[config.mk]
export PLATFORM = sky130hd
export DESIGN_NAME = bitmask_assembler_flat
export DESIGN_NICKNAME = d
export VERILOG_FILES = /design/src/rtl/bitmask_assembler_if.sv /design/src/rtl/bitmask_assembler.sv /design/src/flat_wrapper.sv
export SDC_FILE = /design/constraint.sdc
export NUM_CORES = 1
export LEC_CHECK = 0
export CAP_MARGIN = 10
export CORE_MARGIN = 2
export CORE_UTILIZATION = 45
export CTS_BUF_LIST = sky130_fd_sc_hd__clkbuf_4
export DETAILED_ROUTE_END_ITERATION = 10
export PLACE_DENSITY = 0.75
export SYNTH_ARGS = -nofsm -noshare
export SYNTH_HDL_FRONTEND = slang
export SYNTH_SLANG_ARGS = --single-unit
[constraint.sdc]
create_clock -name clk -period 2.7 [get_ports clk]
set_clock_uncertainty 0.2 [all_clocks]
set_input_delay 0.54 -clock clk [delete_from_list [all_inputs] [get_ports clk]]
set_output_delay 0.54 -clock clk [all_outputs]
set_load 0.02 [all_outputs]
[src/rtl/bitmask_assembler_if.sv]
// Handshake bundle between an index producer, the bitmask assembler and the
// consumer of the assembled word.
interface bitmask_assembler_if #(
    parameter int WIDTH = 32
);
    localparam int IDX_W = $clog2(WIDTH);

    logic             in_valid;
    logic             in_ready;
    logic [IDX_W-1:0] in_index;
    logic             in_last;
    logic             in_flush;
    logic             out_valid;
    logic             out_ready;
    logic [WIDTH-1:0] out_word;
    logic [IDX_W:0]   out_count;
    logic             out_dup;
    logic             out_empty;

    modport master (
        output in_valid, in_index, in_last, in_flush, out_ready,
        input  in_ready, out_valid, out_word, out_count, out_dup, out_empty
    );

    modport slave (
        input  in_valid, in_index, in_last, in_flush, out_ready,
        output in_ready, out_valid, out_word, out_count, out_dup, out_empty
    );
endinterface

[src/rtl/bitmask_assembler.sv]
// Sequential index-to-bitmask decoder: ORs one-hot bits into an accumulator
// per accepted index beat and presents the assembled word with its distinct
// bit count and a duplicate flag.
//
//   state | meaning
//   ------+-----------------------------------------------
//   IDLE  | accumulator empty, no beat taken yet
//   ACCUM | at least one beat folded into the accumulator
//   HOLD  | assembled word presented, waiting for out_ready
module bitmask_assembler #(
    parameter int WIDTH = 32
) (
    input  logic               clk,
    input  logic               rst_n,
    bitmask_assembler_if.slave bus
);
    localparam int             IDX_W   = $clog2(WIDTH);
    localparam logic [IDX_W:0] CNT_ONE = (IDX_W + 1)'(1);

    typedef enum logic [1:0] {
        IDLE  = 2'd0,
        ACCUM = 2'd1,
        HOLD  = 2'd2
    } state_t;

    state_t           state;
    logic [WIDTH-1:0] acc;
    logic [IDX_W:0]   cnt;
    logic             dup;

    logic             can_take;
    logic             take;
    logic             hit;
    logic             pkt_end;
    logic [WIDTH-1:0] bit_sel;
    logic [WIDTH-1:0] acc_nxt;
    logic [IDX_W:0]   cnt_nxt;
    logic             dup_nxt;

    // in_ready depends on state only; rst_n gates it so it is low while reset is held.
    assign can_take     = (state != HOLD);
    assign bus.in_ready = rst_n & can_take;

    // Post-update accumulator values for the beat (if any) offered this cycle.
    always_comb begin
        take    = bus.in_valid & can_take;
        bit_sel = WIDTH'(1) << bus.in_index;
        hit     = take & ((acc & bit_sel) != '0);
        acc_nxt = take ? (acc | bit_sel) : acc;
        cnt_nxt = (take & ~hit) ? (cnt + CNT_ONE) : cnt;
        dup_nxt = dup | hit;
        pkt_end = (take & bus.in_last) | (can_take & bus.in_flush);
    end

    // Packet FSM with accumulator and registered output word.
    always_ff @(posedge clk) begin
        if (!rst_n) begin
            state         <= IDLE;
            acc           <= '0;
            cnt           <= '0;
            dup           <= 1'b0;
            bus.out_valid <= 1'b0;
            bus.out_word  <= '0;
            bus.out_count <= '0;
            bus.out_dup   <= 1'b0;
            bus.out_empty <= 1'b1;
        end else begin
            case (state)
                IDLE, ACCUM: begin
                    acc <= acc_nxt;
                    cnt <= cnt_nxt;
                    dup <= dup_nxt;
                    if (pkt_end) begin
                        bus.out_valid <= 1'b1;
                        bus.out_word  <= acc_nxt;
                        bus.out_count <= cnt_nxt;
                        bus.out_dup   <= dup_nxt;
                        bus.out_empty <= (acc_nxt == '0);
                        state         <= HOLD;
                    end else if (take) begin
                        state <= ACCUM;
                    end
                end
                HOLD: begin
                    // out_* keep their values after the handshake; out_valid qualifies them.
                    if (bus.out_ready) begin
                        acc           <= '0;
                        cnt           <= '0;
                        dup           <= 1'b0;
                        bus.out_valid <= 1'b0;
                        state         <= IDLE;
                    end
                end
                default: begin
                    state <= IDLE;
                end
            endcase
        end
    end
endmodule

[src/flat_wrapper.sv]
// flat-port wrapper written by rule: the top's interface ports become plain ports
module bitmask_assembler_flat 
#(
    parameter int WIDTH = 32
)
  (clk, rst_n, bus_in_valid, bus_in_index, bus_in_last, bus_in_flush, bus_out_ready, bus_in_ready, bus_out_valid, bus_out_word, bus_out_count, bus_out_dup, bus_out_empty);
  bitmask_assembler_if #(.WIDTH(WIDTH)) bus_i ();
  input  logic clk;
  input  logic rst_n;
  input wire logic [$bits(bus_i.in_valid)-1:0] bus_in_valid;
  input wire logic [$bits(bus_i.in_index)-1:0] bus_in_index;
  input wire logic [$bits(bus_i.in_last)-1:0] bus_in_last;
  input wire logic [$bits(bus_i.in_flush)-1:0] bus_in_flush;
  input wire logic [$bits(bus_i.out_ready)-1:0] bus_out_ready;
  output wire logic [$bits(bus_i.in_ready)-1:0] bus_in_ready;
  output wire logic [$bits(bus_i.out_valid)-1:0] bus_out_valid;
  output wire logic [$bits(bus_i.out_word)-1:0] bus_out_word;
  output wire logic [$bits(bus_i.out_count)-1:0] bus_out_count;
  output wire logic [$bits(bus_i.out_dup)-1:0] bus_out_dup;
  output wire logic [$bits(bus_i.out_empty)-1:0] bus_out_empty;
  assign bus_i.in_valid = bus_in_valid;
  assign bus_i.in_index = bus_in_index;
  assign bus_i.in_last = bus_in_last;
  assign bus_i.in_flush = bus_in_flush;
  assign bus_i.out_ready = bus_out_ready;
  assign bus_in_ready = bus_i.in_ready;
  assign bus_out_valid = bus_i.out_valid;
  assign bus_out_word = bus_i.out_word;
  assign bus_out_count = bus_i.out_count;
  assign bus_out_dup = bus_i.out_dup;
  assign bus_out_empty = bus_i.out_empty;
  bitmask_assembler #(.WIDTH(WIDTH)) u_core (.clk(clk), .rst_n(rst_n), .bus(bus_i));
endmodule
==> results.json, run 1 <==
{
  "power_frac_seq_pct": 49.1,
  "async_flop_share_pct": 0,
  "port_buffers": 52,
  "grt_pass1_wl_um": 18200,
  "status": "finished, final reports clean",
  "dp_hpwl_um": 8244,
  "stdcell_count": 666,
  "cts.htree.levels": 3,
  "path_clk_slew_ns": 0.15,
  "netSwitchingFraction_pct": 29.41,
  "hold_depth": 2,
  "p_int_mw": 1.897,
  "clockBufferDepth": 2,
  "hold_class": "flop to flop",
  "final_util_pct": 60.13,
  "ys_ff_latch": 82,
  "cts_tree": "yes",
  "drt_pre_antenna_iters": 4,
  "worst_ir_drop_vdd_mv": 0.3075,
  "reg2reg_depth": 7,
  "clock_latency_ns": 0.44,
  "dp_cells": 647,
  "critPathCaptureType": "flop",
  "grt_pass1_vias": 3592,
  "synthCells": 468,
  "antenna_found_initial": 0,
  "cts_inserted_buffers": 9,
  "start_util_pct": 46.29,
  "required_ns": 2.89,
  "vias": 3869,
  "power_frac_comb_pct": 19.7,
  "final_nets": 568,
  "yosysTopAreaCellShare_pct": 43.16,
  "drive_gt1_share_pct": 16.40,
  "total_leakage_power_nw": 1.858,
  "finalSetupViolations": 0,
  "die_x_um": 95.94,
  "yosysUniqueCellTypes": 57,
  "setup_slack_ns": 0.1352,
  "power_density_nw_per_um2": 543.8,
  "pin_count": 53,
  "hold_slack_ns": 0.2733,
  "vias_per_cell": 5.809,
  "cts_root_buf": "clkbuf_4",
  "area_growth_pct": 29.90,
  "maxCapViolations": 0,
  "wl_per_cell_um": 17.12,
  "track_usage_pct": 25.92,
  "cts.sinks": 82,
  "final_cell_mix": "81 x dfxtp_1, 78 x a21oi_1, 61 x buf_4, 57 x nor2_1, 50 x clkdlybuf4s50_1",
  "tightest_slew_ns": 0.7812,
  "dp_slack_ns": -0.5031,
  "ant_nets": 0,
  "postSynthAreaPerCell_um2": 8.127,
  "grt_max_degree": 46,
  "rsz0062_at_grt": "false",
  "dieHeight_um": 95.94,
  "synth-edff-count": 0,
  "max_slew_margin_pct": 47.73,
  "yosysTopAreaCell": "dfxtp_1",
  "max_freq_mhz": 389.9,
  "drc": 0,
  "dieArea_um2": 9204,
  "drtIter0Drc": 227,
  "finalPower_mw": 2.687,
  "r2r_setup_slack_ns": 0.33,
  "post-route-period-util_pct": 94.99,
  "grt.overflow.total": 0,
  "arrival_ns": 2.75,
  "ys.flop_type": "dfxtp_1",
  "hold_violations": 0,
  "diodes": 0,
  "place_congestion": 0.9509,
  "drv_slew": 0,
  "netlist_area_um2": 3804,
  "period_needed_ns": 2.565,
  "startpoint_type": "input pin",
  "design.core.area_um2": 8217,
  "yosys_warnings": 0,
  "crit_fanout": 15,
  "worst-setup-path-type": "input pin to flop",
  "synthTopCellsByArea": "dfxtp_1 43%, a21oi_1 10%, nor2_1 5.7%",
  "wirelength_um": 11400,
  "num_rows": 33,
  "hold_buffers": 0,
  "power_switching_uw": 790.3,
  "syn-num-nets": 480,
  "final_common_cell": "dfxtp_1",
  "pwr-share-clk_pct": 31.2,
  "synth-seq-area-share_pct": 43.16
}
## cell families after synthesis
family,share of synthesized area (%)
compound gates,28.49
simple gates,19.21
flops,43.16
buf+inv,5.855
mux,2.730
xor+xnor,0.2303
fa+ha+maj,0.3289
## critical path, stage by stage
cell and delay (ns):
clkdlybuf4s50_1 0.49, buf_4 0.22, buf_4 0.15, nand2_1 0.08, o32ai_1 0.08, a2bb2oi_1 0.26, nand4_2 0.20, buf_6 0.20
or3_1 0.34, a31oi_1 0.18
## power groups by stage
stage,Sequential [mW],Combinational (mW),Clock (mW)
after floorplan,1.40,0.230,0
after global placement,1.34,0.519,0
after detailed placement,1.34,0.524,0
after CTS,1.32,0.527,0.848
after global routing,1.33,0.578,0.895
final,1.32,0.529,0.839
## sequential cells by signal, summed over array words and instances (netlist names)
signal                count
u_core.acc               32
u_core.bus.out_word      32
u_core.bus.out_count      6
u_core.cnt                6
u_core.state              2
u_core.bus.out_dup        1
u_core.bus.out_empty      1
u_core.bus.out_valid      1
u_core.dup                1
## path summary, 6_finish.rpt
| check | startpoint | endpoint |
|---|---|---|
| setup reg to reg | u_core.acc[25]$_SDFFE_PN0P_ | u_core.bus.out_count[2]$_SDFFE_PN0P_ |
| hold reg to reg | u_core.dup$_SDFFE_PN0P_ | u_core.dup$_SDFFE_PN0P_ |
| setup / recovery | bus_in_index[2] | u_core.bus.out_count[2]$_SDFFE_PN0P_ |
| hold / removal | u_core.dup$_SDFFE_PN0P_ | u_core.dup$_SDFFE_PN0P_ |
## cell usage after synthesis (3+ instances only)
library cell	count
a211oi_1	15
a21oi_1	78
a31oi_1	14
and2_1	4
buf_2	10
buf_6	3
clkbuf_1	25
dfxtp_1	82
inv_1	10
mux2i_1	7
nand2_1	12
nand2b_1	7
nand3_1	3
nand4_1	7
nor2_1	58
nor2b_1	4
nor3_1	9
nor4_1	8
o211ai_1	5
o21ai_0	42
o21ai_1	14
or3_1	9
## cell type report
class | instances | area, um2
Clock buffer | 10 | 75.07
Inverter | 11 | 41.29
Tap cell | 105 | 131.4
Timing Repair Buffer | 116 | 1011
Multi-Input combinational cell | 336 | 1951
Sequential cell | 82 | 1643
Clock inverter | 6 | 88.84
Fill cell | 751 | 3276
## repair_timing
action	CTS	global route
endpoints found under the setup margin	3	9
hold endpoints to repair	0	0
cloned	0	1
resized for setup	2	3
buffers inserted	0	1
## per-layer routing
layer / GRT usage, % / part of all wire [%]
met3: 4.229 / 6.0
met1: 35.61 / 46
met2: 41.43 / 46
met5: 0 / 0
met4: 8.571 / 1.6
## per-stage QoR
step / TNS [ns] / instance area, um2
6_report: 0 / 4941
3_5_place_dp: -8.736 / 4743
2_1_floorplan: 0 / 3804
3_3_place_gp: -6.955 / 4743
5_1_grt: 0 / 4941
4_1_cts: 0 / 4915
No activity file was read; power rests on OpenSTA's default activity.
==> run 2: changes to the inputs <==
- TNS_END_PERCENT: unset -> 50
==> results of run 2 <==
The final DEF is identical to that of run 1; final timing and power are the same.
==> run 3: changes to the inputs <==
- ABC_AREA: unset -> 0
- CAP_MARGIN: 10 -> unset
==> results.json, run 3 (synthesis results as in run 1) <==
{
  "status": "finished, final reports clean",
  "top_regs": "u_core.acc: 32 flops, u_core.bus.out_word: 32 flops",
  "finalSetupViolations": 0,
  "grt_pass1_vias": 3592,
  "power_switching_uw": 793.5,
  "cts.htree.levels": 3,
  "netSwitchingFraction_pct": 29.51,
  "crit_top_cell": "buf_4",
  "max_slew_margin_pct": 8.087,
  "arrival_ns": 2.74,
  "hold_violations": 0,
  "worst_ir_drop_vdd_mv": 0.3074,
  "drtIter0Drc": 218,
  "drive_gt1_share_pct": 16.25,
  "pwr-share-clk_pct": 31.3,
  "crit_fanout": 15,
  "crit_start": "bus_in_index[2]",
  "tightest_slew_ns": 1.368,
  "max_freq_mhz": 391.2,
  "period_needed_ns": 2.556,
  "startpoint_type": "input pin",
  "critPathCaptureType": "flop",
  "maxCapViolations": 0,
  "clock_latency_ns": 0.44,
  "design.core.area_um2": 8217,
  "fill_cells": 748,
  "cts_tree": "yes",
  "total_leakage_power_nw": 1.853,
  "required_ns": 2.89,
  "dp_hpwl_um": 8244,
  "crit_chain": "clkdlybuf4s50_1 -> buf_4 -> buf_4 -> nand2_1 -> o32ai_1 -> a2bb2oi_1 -> nand4_2 -> buf_6 -> or3_1 -> a31oi_1",
  "wirelength_um": 11430,
  "path_clk_slew_ns": 0.14,
  "multi_input_area_um2": 1951,
  "num_rows": 33,
  "port_buffers": 52,
  "regToRegStartpoint": "u_core.acc[25]$_SDFFE_PN0P_",
  "reg2reg_depth": 7,
  "wl_per_cell_um": 17.19,
  "antenna_found_initial": 0,
  "cts.sinks": 82,
  "hold_depth": 2,
  "dieHeight_um": 95.94,
  "power_frac_comb_pct": 19.7,
  "cts_root_buf": "clkbuf_4",
  "vias": 3843,
  "drv_slew": 0,
  "cts_inserted_buffers": 9,
  "die_x_um": 95.94,
  "r2r_end": "u_core.bus.out_count[2]$_SDFFE_PN0P_",
  "worst-setup-path-type": "input pin to flop",
  "setup_slack_ns": 0.1440,
  "min_to": "u_core.dup$_SDFFE_PN0P_",
  "hold_class": "flop to flop",
  "ff_latch_area_um2": 1643,
  "final_cell_mix": "81 x dfxtp_1, 78 x a21oi_1, 60 x buf_4, 57 x nor2_1, 50 x clkdlybuf4s50_1",
  "post-route-period-util_pct": 94.67,
  "final_nets": 567,
  "pin_count": 53,
  "hold_buffers": 0,
  "rsz0062_at_grt": "false",
  "cp_slowest_cell": "clkdlybuf4s50_1",
  "vias_per_cell": 5.779,
  "diodes": 0,
  "grt_pass1_wl_um": 18200,
  "power_density_nw_per_um2": 545.1,
  "dp_slack_ns": -0.5031,
  "p_int_mw": 1.896,
  "grt_max_degree": 46,
  "drt_pre_antenna_iters": 5,
  "min_from": "u_core.dup$_SDFFE_PN0P_",
  "area_growth_pct": 29.70,
  "cpPeakStageDelay_ns": 0.49,
  "place_congestion": 0.9509,
  "dieArea_um2": 9204,
  "finalPower_mw": 2.689,
  "r2r_setup_slack_ns": 0.34,
  "drc": 0,
  "clockBufferDepth": 2,
  "start_util_pct": 46.29,
  "track_usage_pct": 25.92,
  "grt.overflow.total": 0,
  "power_frac_seq_pct": 49.0,
  "final_common_cell": "dfxtp_1",
  "ant_nets": 0
}
==> run 3: changes by cell type in the layout (fill, tap and decap cells not counted) <==
cell	delta
buf_4	-1
==> run 3: worst max-delay path by stage <==
stage | end | slack, ns | cells past startpoint
final | u_core.bus.out_count[2]$_SDFFE_PN0P_ | 0.14 | 10
after global routing | u_core.bus.out_count[2]$_SDFFE_PN0P_ | 0.04 | 10
after CTS | u_core.bus.out_count[2]$_SDFFE_PN0P_ | 0.02 | 8
after detailed placement | u_core.bus.out_count[2]$_SDFFE_PN0P_ | -0.50 | 9
after global placement | u_core.bus.out_count[5]$_SDFFE_PN0P_ | -0.41 | 8
after floorplan | u_core.bus.out_count[4]$_SDFFE_PN0P_ | 0.18 | 8
==> run 3: cell type report <==
| type | count | share of cell area (%) |
|---|---|---|
| inverter | 11 | 0.8369 |
| sequential | 82 | 33.30 |
| clock buffer | 10 | 1.522 |
| clock inverter | 6 | 1.801 |
| timing repair buffer | 115 | 20.34 |
| multi-input combinational | 336 | 39.54 |
| tap | 105 | 2.663 |
==> run 3: metrics by stage <==
| stage | cells | cell area (um2) | TNS, ns | utilization (%) | hold WS, ns |
|---|---|---|---|---|---|
| 2_1_floorplan | 468 | 3804 | 0 | - | 0.2312 |
| 3_3_place_gp | 647 | 4743 | -6.955 | 57.73 | 0.2463 |
| 3_5_place_dp | 647 | 4743 | -8.736 | 57.73 | 0.2558 |
| 4_1_cts | 663 | 4915 | 0 | 59.81 | 0.2745 |
| 5_1_grt | 665 | 4933 | 0 | 60.04 | 0.3079 |
| 6_report | 665 | 4933 | 0 | 60.04 | 0.2728 |
==> run 3: what timing repair did <==
item,CTS,global route
resized for setup,2,3
buffers inserted,0,1
gates cloned,0,1
setup endpoints to repair,3,9
==> run 3: worst max-delay path, delay by kind of cell <==
family | cells | cell delay [ns]
buf+inv | 4 | 1.06
compound gates | 3 | 0.50
simple gates | 3 | 0.63
==> run 3: layer usage <==
layer / part of all wire (%) / wire length, um / GRT usage [%]
met5: 0 / 0 / 0
met4: 1.6 / 180 / 8.571
met3: 5.4 / 614 / 4.229
met2: 46 / 5268 / 41.43
met1: 47 / 5365 / 35.61
==> run 3: power by group through the flow <==
stage,clock (mW),combinational [mW],sequential (mW)
floorplan,0,0.230,1.40
global placement,0,0.519,1.34
detailed placement,0,0.524,1.34
CTS,0.848,0.527,1.32
global route,0.895,0.577,1.33
finish,0.842,0.529,1.32
